[src/rtl/alu_arb_pkg.sv]
// Shared types and constants for the ALU arbiter: state encoding, default
// parameters and datapath widths.
package alu_arb_pkg;

    localparam int              NUM_REQ_DEF = 4;
    localparam int              ALU_LAT_DEF = 1;
    localparam logic [3:0]      MAX_OP_DEF  = 4'd11;

    localparam int              DATA_W = 8;
    localparam int              OP_W   = 4;
    localparam int              RES_W  = 16;
    localparam int              CNT_W  = 3;

    typedef enum logic [1:0] {
        ST_IDLE = 2'd0,
        ST_EXEC = 2'd1,
        ST_RESP = 2'd2
    } state_e;

    // Index width that stays legal for a single requester.
    function automatic int idx_width(input int n);
        return (n > 1) ? $clog2(n) : 1;
    endfunction

endpackage

[src/rtl/rr_arbiter.sv]
// Round-robin pick: first set request bit at or after ptr_i, wrapping around.
// Produces a one-hot grant and the matching index.
module rr_arbiter
    import alu_arb_pkg::*;
#(
    parameter int N = NUM_REQ_DEF
) (
    input  logic [N-1:0]               req_i,
    input  logic [idx_width(N)-1:0]    ptr_i,
    output logic [N-1:0]               grant_o,
    output logic [idx_width(N)-1:0]    idx_o
);

    localparam int IDX_W = idx_width(N);

    logic             found_s;
    logic [IDX_W-1:0] cand_s;

    // Scan the requesters starting at the pointer and keep the first hit.
    always_comb begin
        grant_o = '0;
        idx_o   = '0;
        found_s = 1'b0;
        cand_s  = '0;
        for (int k = 0; k < N; k++) begin
            cand_s = IDX_W'((int'(ptr_i) + k) % N);
            if (!found_s && req_i[cand_s]) begin
                found_s         = 1'b1;
                grant_o[cand_s] = 1'b1;
                idx_o           = cand_s;
            end else begin
                found_s = found_s;
            end
        end
    end

endmodule

[src/rtl/alu_arbiter.sv]
// Shares one multi-cycle ALU between NUM_REQ requesters: round-robin grant in
// IDLE, operand hold for ALU_LAT cycles, then a one-cycle response strobe.
module alu_arbiter
    import alu_arb_pkg::*;
#(
    parameter int              NUM_REQ = NUM_REQ_DEF,
    parameter int              ALU_LAT = ALU_LAT_DEF,
    parameter logic [OP_W-1:0] MAX_OP  = MAX_OP_DEF
) (
    input  logic                                clk,
    input  logic                                rst,
    input  logic [NUM_REQ-1:0]                  req_valid,
    output logic [NUM_REQ-1:0]                  req_ready,
    input  logic [NUM_REQ-1:0][DATA_W-1:0]      req_a,
    input  logic [NUM_REQ-1:0][DATA_W-1:0]      req_b,
    input  logic [NUM_REQ-1:0][OP_W-1:0]        req_op,
    input  logic [NUM_REQ-1:0]                  req_cin,
    output logic [DATA_W-1:0]                   alu_a,
    output logic [DATA_W-1:0]                   alu_b,
    output logic [OP_W-1:0]                     alu_op,
    output logic                                alu_cin,
    input  logic [RES_W-1:0]                    alu_result,
    input  logic                                alu_cout,
    input  logic                                alu_zflag,
    output logic                                resp_valid,
    output logic [idx_width(NUM_REQ)-1:0]       resp_id,
    output logic [RES_W-1:0]                    resp_result,
    output logic                                resp_cout,
    output logic                                resp_zflag,
    output logic                                resp_err,
    output logic                                busy
);

    localparam int              IDX_W    = idx_width(NUM_REQ);
    localparam logic [CNT_W-1:0] CNT_LOAD = CNT_W'(ALU_LAT - 1);

    state_e              state_q;
    logic [IDX_W-1:0]    ptr_q;
    logic [IDX_W-1:0]    ptr_d;
    logic [CNT_W-1:0]    cnt_q;
    logic [IDX_W-1:0]    id_q;
    logic                busy_q;
    logic [DATA_W-1:0]   alu_a_q;
    logic [DATA_W-1:0]   alu_b_q;
    logic [OP_W-1:0]     alu_op_q;
    logic                alu_cin_q;
    logic                resp_valid_q;
    logic [IDX_W-1:0]    resp_id_q;
    logic [RES_W-1:0]    resp_result_q;
    logic                resp_cout_q;
    logic                resp_zflag_q;
    logic                resp_err_q;

    logic [NUM_REQ-1:0]  grant_s;
    logic [IDX_W-1:0]    gnt_idx_s;
    logic                take_s;

    rr_arbiter #(.N(NUM_REQ)) u_rr (
        .req_i   (req_valid),
        .ptr_i   (ptr_q),
        .grant_o (grant_s),
        .idx_o   (gnt_idx_s)
    );

    // Grant is visible only in IDLE outside reset; pointer moves past the winner.
    always_comb begin
        req_ready = '0;
        take_s    = 1'b0;
        ptr_d     = '0;
        if (!rst && (state_q == ST_IDLE)) begin
            req_ready = grant_s;
            take_s    = |grant_s;
        end else begin
            req_ready = '0;
            take_s    = 1'b0;
        end
        if (gnt_idx_s == IDX_W'(NUM_REQ - 1)) begin
            ptr_d = '0;
        end else begin
            ptr_d = gnt_idx_s + IDX_W'(1);
        end
    end

    // Control FSM with registered ALU drive and response capture.
    always_ff @(posedge clk) begin
        if (rst) begin
            state_q       <= ST_IDLE;
            ptr_q         <= '0;
            cnt_q         <= '0;
            id_q          <= '0;
            busy_q        <= 1'b0;
            alu_a_q       <= '0;
            alu_b_q       <= '0;
            alu_op_q      <= '0;
            alu_cin_q     <= 1'b0;
            resp_valid_q  <= 1'b0;
            resp_id_q     <= '0;
            resp_result_q <= '0;
            resp_cout_q   <= 1'b0;
            resp_zflag_q  <= 1'b0;
            resp_err_q    <= 1'b0;
        end else begin
            resp_valid_q <= 1'b0;
            case (state_q)
                ST_IDLE: begin
                    if (take_s) begin
                        alu_a_q   <= req_a[gnt_idx_s];
                        alu_b_q   <= req_b[gnt_idx_s];
                        alu_op_q  <= req_op[gnt_idx_s];
                        alu_cin_q <= req_cin[gnt_idx_s];
                        id_q      <= gnt_idx_s;
                        ptr_q     <= ptr_d;
                        busy_q    <= 1'b1;
                        // Illegal op bypasses the ALU and answers with an error.
                        if (req_op[gnt_idx_s] > MAX_OP) begin
                            state_q       <= ST_RESP;
                            resp_valid_q  <= 1'b1;
                            resp_id_q     <= gnt_idx_s;
                            resp_result_q <= '0;
                            resp_cout_q   <= 1'b0;
                            resp_zflag_q  <= 1'b0;
                            resp_err_q    <= 1'b1;
                        end else begin
                            state_q <= ST_EXEC;
                            cnt_q   <= CNT_LOAD;
                        end
                    end
                end
                ST_EXEC: begin
                    if (cnt_q == '0) begin
                        state_q       <= ST_RESP;
                        resp_valid_q  <= 1'b1;
                        resp_id_q     <= id_q;
                        resp_result_q <= alu_result;
                        resp_cout_q   <= alu_cout;
                        resp_zflag_q  <= alu_zflag;
                        resp_err_q    <= 1'b0;
                    end else begin
                        cnt_q <= cnt_q - CNT_W'(1);
                    end
                end
                ST_RESP: begin
                    state_q <= ST_IDLE;
                    busy_q  <= 1'b0;
                end
                default: begin
                    state_q <= ST_IDLE;
                    busy_q  <= 1'b0;
                end
            endcase
        end
    end

    assign alu_a       = alu_a_q;
    assign alu_b       = alu_b_q;
    assign alu_op      = alu_op_q;
    assign alu_cin     = alu_cin_q;
    assign resp_valid  = resp_valid_q;
    assign resp_id     = resp_id_q;
    assign resp_result = resp_result_q;
    assign resp_cout   = resp_cout_q;
    assign resp_zflag  = resp_zflag_q;
    assign resp_err    = resp_err_q;
    assign busy        = busy_q;

endmodule

[config.mk]
export PLATFORM = sky130hd
export DESIGN_NAME = alu_arbiter
export DESIGN_NICKNAME = d
export VERILOG_FILES = /design/src/rtl/alu_arb_pkg.sv /design/src/rtl/rr_arbiter.sv /design/src/rtl/alu_arbiter.sv
export SDC_FILE = /design/constraint.sdc
export NUM_CORES = 1
export LEC_CHECK = 0
export ABC_AREA = 0
export CAP_MARGIN = 15
export CORE_MARGIN = 2
export CORE_UTILIZATION = 44
export CTS_BUF_LIST = sky130_fd_sc_hd__clkbuf_8
export DETAILED_ROUTE_END_ITERATION = 10
export GPL_TIMING_DRIVEN = 0
export PLACE_DENSITY_LB_ADDON = 0.12
export SYNTH_ARGS = -nofsm -noshare
export SYNTH_HDL_FRONTEND = slang
export SYNTH_SLANG_ARGS = --single-unit
[constraint.sdc]
create_clock -name clk -period 5.2 [get_ports clk]
set_clock_uncertainty 0.05 [all_clocks]
set_input_delay 0.52 -clock clk [delete_from_list [all_inputs] [get_ports clk]]
set_output_delay 0.52 -clock clk [all_outputs]
set_load 0.01 [all_outputs]
==> flow_summary.yaml <==
cts:
  cts-root-to-sink-buffers: 2
  cts_max_level: 2
  cts_setup_buffers: 0
  clk_transition_reported_paths_ns: 0.09
  tritoncts: "yes"
  tritoncts.num_buffers: 5
  sinks_on_the_clock_net: 53
  worst_skew_pair.late_latency_ns: 0.31
  clock-root-buffer: "sky130_fd_sc_hd__clkbuf_8"
routing:
  drt_drc_violations_left: 0
  drt_wl_total_um: 10600
  ant_nets: 0
  wire_per_inst_um: 16.3
  dr_total_vias: 3578
  drtIter0Drc: 130
  via_density_per_instance: 5.49
  first_pass_iters: 4
global_routing:
  number_of_antenna_violations_at_the_first_check_in_global_routing: 0
  grt_max_degree: 17
  grt_pass1_vias: 3522
  gr-total-overflow: 0
  grt_first_pass_wirelength_um: 16800
  grt_usage_pct: 24.0
setup_path:
  rr_startpoint: "ptr_q[0]$_SDFFE_PP0P_"
  reg2reg_depth: 13
  worst_path_largest_cell_delay_ns: 0.53
  critPathBufInv: 5
  worstSetupStartpoint: "ptr_q[0]$_SDFFE_PP0P_"
  crit_family: "buffers and inverters"
  crit_chain: "buf_6 -> clkbuf_1 -> clkbuf_2 -> inv_1 -> ha_1 -> mux4_2 -> nor2b_1 -> a221oi_1 -> o2bb2ai_1 -> and2_1 -> clkdlybuf4s50_1"
  ff2ff_setup_slack_ns: 0.77
  endpoint_of_the_worst_register_to_register_path: "alu_b[1]$_SDFFE_PP0P_"
  critPathSlowestCell: "sky130_fd_sc_hd__clkdlybuf4s50_1"
  path_class: "reg2out"
  worstSetupEndpointType: "primary output"
  cp_data_arrival_time_ns: 4.19
  crit_fanout: 10
  cp-start-kind: "flop"
  timing.critical_path.required_ns: 4.63
place:
  dpl.cell_count: 644
  post_dp_cell_area_um2: 5180
  place.port_buffers: 155
  dp_worst_setup_slack_ns: 0.644
  hpwl_um: 8170
  routabilityCongestion: 0.863
die:
  die_height_um: 93.2
  core_region_area_um2: 7730
  placement_rows: 32
  ios: 156
  die_outline_area_um2: 8680
  initial_core_util_pct: 45.3
  die_w_um: 93.2
layout:
  commonest_non_fill_non_tap_cells_in_the_layout: "155 x sky130_fd_sc_hd__clkdlybuf4s50_1, 53 x sky130_fd_sc_hd__dfxtp_1, 43 x sky130_fd_sc_hd__o21ai_0"
  areaGrowthSynthToFinish_pct: 51.4
  sequential_cell_area_um2: 1060
  share_of_final_layout_standard_cells_stronger_than_drive_strength_1_pct: 10.7
  mostFrequentLayoutCell: "sky130_fd_sc_hd__clkdlybuf4s50_1"
  finalCoreUtilization_pct: 68.6
  num-fill-cells: 619
  layout.nets: 666
  area_of_the_multi_input_gates_um2: 2270
  non_filler_cells_in_the_finished_layout: 652
  post-route-cell-area_um2: 5300
  diodes: 0
sta:
  timing.final.setup_violations: 0
  number_of_slew_limit_violations_in_the_final_report: 0
  timing.final.crit_share_pct: 91.6
  hold-worst-slack_ns: 0.411
  post_route_setup_tns_ns: 0
  slew_headroom_pct: 49.8
  grt_setup_unrepaired: "no"
  achievable-frequency_mhz: 210
  max_slew.worst_pin.slew_ns: 0.747
  fin_ws_ns: 0.436
  final_hold_viol_count: 0
  period_minus_slack_ns: 4.76
pwr:
  power.total_mw: 2.74
  power_leakage_nw: 1.91
  worst_ir_drop_vdd_v: 0.000220
  powerDensity_nw_per_um2: 518
job:
  maxCapViolations: 0
outcome:
  outcome: "completed"
yosys:
  netlist_area_um2: 3500
  async_reset_ff_share_pct: 0
  synth_enable_flop_cells: 0
  netlist-cell-type-count: 47
  ys.warnings.count: 0
  synth_seq_area_share_pct: 30.3
  syn_avg_cell_area_um2: 9.04
  synth.net_count: 504
  synth_seq_cells: 53
  synthFlopType: "sky130_fd_sc_hd__dfxtp_1"
  syn_inst: 387
worst_hold_path:
  min_from: "busy$_SDFFE_PP0P_"
  timing.hold.worst_path_depth: 2
  min_to: "busy$_SDFFE_PP0P_"
  min-delay-path-class: "reg2reg"
[synth_stat cells (2+ instances only)]
master,count,area [um^2]
sky130_fd_sc_hd__nor4b_1,2,17.5
sky130_fd_sc_hd__a21oi_1,12,60.1
sky130_fd_sc_hd__mux2i_1,42,420
sky130_fd_sc_hd__nand3b_1,39,293
sky130_fd_sc_hd__nand3_1,5,25.0
sky130_fd_sc_hd__o211ai_1,4,30.0
sky130_fd_sc_hd__and2_1,6,37.5
sky130_fd_sc_hd__buf_6,3,33.8
sky130_fd_sc_hd__nand2b_1,7,43.8
sky130_fd_sc_hd__a211o_1,5,43.8
sky130_fd_sc_hd__or2_2,2,12.5
sky130_fd_sc_hd__buf_2,8,40.0
sky130_fd_sc_hd__or3b_2,4,35.0
sky130_fd_sc_hd__nor3b_1,5,37.5
sky130_fd_sc_hd__dfxtp_1,53,1060
sky130_fd_sc_hd__a21boi_0,4,30.0
sky130_fd_sc_hd__a221oi_1,5,43.8
sky130_fd_sc_hd__mux4_2,4,90.1
sky130_fd_sc_hd__nand2_1,34,128
sky130_fd_sc_hd__nor3_1,3,15.0
sky130_fd_sc_hd__nor2b_1,6,37.5
sky130_fd_sc_hd__o2bb2ai_1,4,35.0
sky130_fd_sc_hd__nor2_1,10,37.5
sky130_fd_sc_hd__mux2_2,21,236
sky130_fd_sc_hd__inv_1,6,22.5
sky130_fd_sc_hd__ha_1,9,113
sky130_fd_sc_hd__clkbuf_1,16,60.1
sky130_fd_sc_hd__a21o_1,2,15.0
sky130_fd_sc_hd__a211oi_1,5,37.5
sky130_fd_sc_hd__o21ai_0,43,215
sky130_fd_sc_hd__and3b_1,2,17.5
[flip-flops by register name, summed over array words and instances (netlist names)]
signal	flops
cnt_q	3
resp_err	1
alu_a	8
resp_valid	1
resp_zflag	1
resp_result	16
alu_b	8
alu_cin	1
resp_id	2
alu_op	4
ptr_q	2
resp_cout	1
busy	1
id_q	2
state_q	2
[how the worst max path moves through the flow]
stage,endpoint,cells past startpoint
2_1_floorplan,alu_a[0]$_SDFFE_PP0P_,13
3_3_place_gp,req_ready[2],11
3_5_place_dp,alu_b[1]$_SDFFE_PP0P_,13
4_1_cts,req_ready[0],11
5_1_grt,req_ready[0],11
6_report,req_ready[0],11
[power by group]
group          total (mW)  leakage (nW)  switching [mW]  internal (mW)
sequential          0.630         0.435          0.0868          0.543
combinational        1.82          1.42           0.934          0.886
clock               0.294        0.0574           0.138          0.157
total                2.74          1.91            1.16           1.59
[cell type report]
type	instances	area share, %
Buffer	29	2.71
Clock buffer	6	1.56
Clock inverter	2	0.708
Inverter	6	0.425
Multi-Input combinational cell	299	42.9
Sequential cell	53	20.0
Tap cell	102	2.41
Timing Repair Buffer	155	29.3
[cells by family (layout without fill, tap and decap cells)]
kind of cell | count (synthesis) | in the layout | share of synthesized area, %
simple gates | 129 | 129 | 22.0
compound gates | 93 | 93 | 18.1
mux | 67 | 67 | 21.3
flops | 53 | 53 | 30.3
buf+inv | 35 | 198 | 4.72
fa+ha+maj | 9 | 9 | 3.22
xor+xnor | 1 | 1 | 0.250
[routing by layer]
layer | share of wire [%] | vias to the layer above | routed length [um] | global-route usage (%)
met3 | 5.7 | 15 | 606 | 5.00
met5 | 0 | - | 0 | 0
met2 | 51 | 119 | 5370 | 43.3
li1 | - | 1736 | - | -
met1 | 42 | 1708 | 4460 | 28.6
met4 | 1.7 | 0 | 185 | 7.35
[worst reg2reg max path, stage by stage, from the launching register on]
cell and delay (ns):
sky130_fd_sc_hd__dfxtp_1 0.50, sky130_fd_sc_hd__buf_6 0.20, sky130_fd_sc_hd__clkbuf_1 0.30, sky130_fd_sc_hd__clkbuf_2 0.31
sky130_fd_sc_hd__inv_1 0.13, sky130_fd_sc_hd__ha_1 0.41, sky130_fd_sc_hd__mux4_2 0.43, sky130_fd_sc_hd__nor3_1 0.29
sky130_fd_sc_hd__and2_1 0.29, sky130_fd_sc_hd__o31a_1 0.17, sky130_fd_sc_hd__buf_2 0.20, sky130_fd_sc_hd__clkbuf_1 0.46
sky130_fd_sc_hd__mux2_2 0.41, sky130_fd_sc_hd__o21ai_0 0.20
[repair_timing]
item / 4_1_cts / 5_1_grt
hold buffers: 0 / 0
gates resized for setup: 0 / 2
endpoints found under the setup margin: 0 / 4
(Power assumes the default switching activity.)
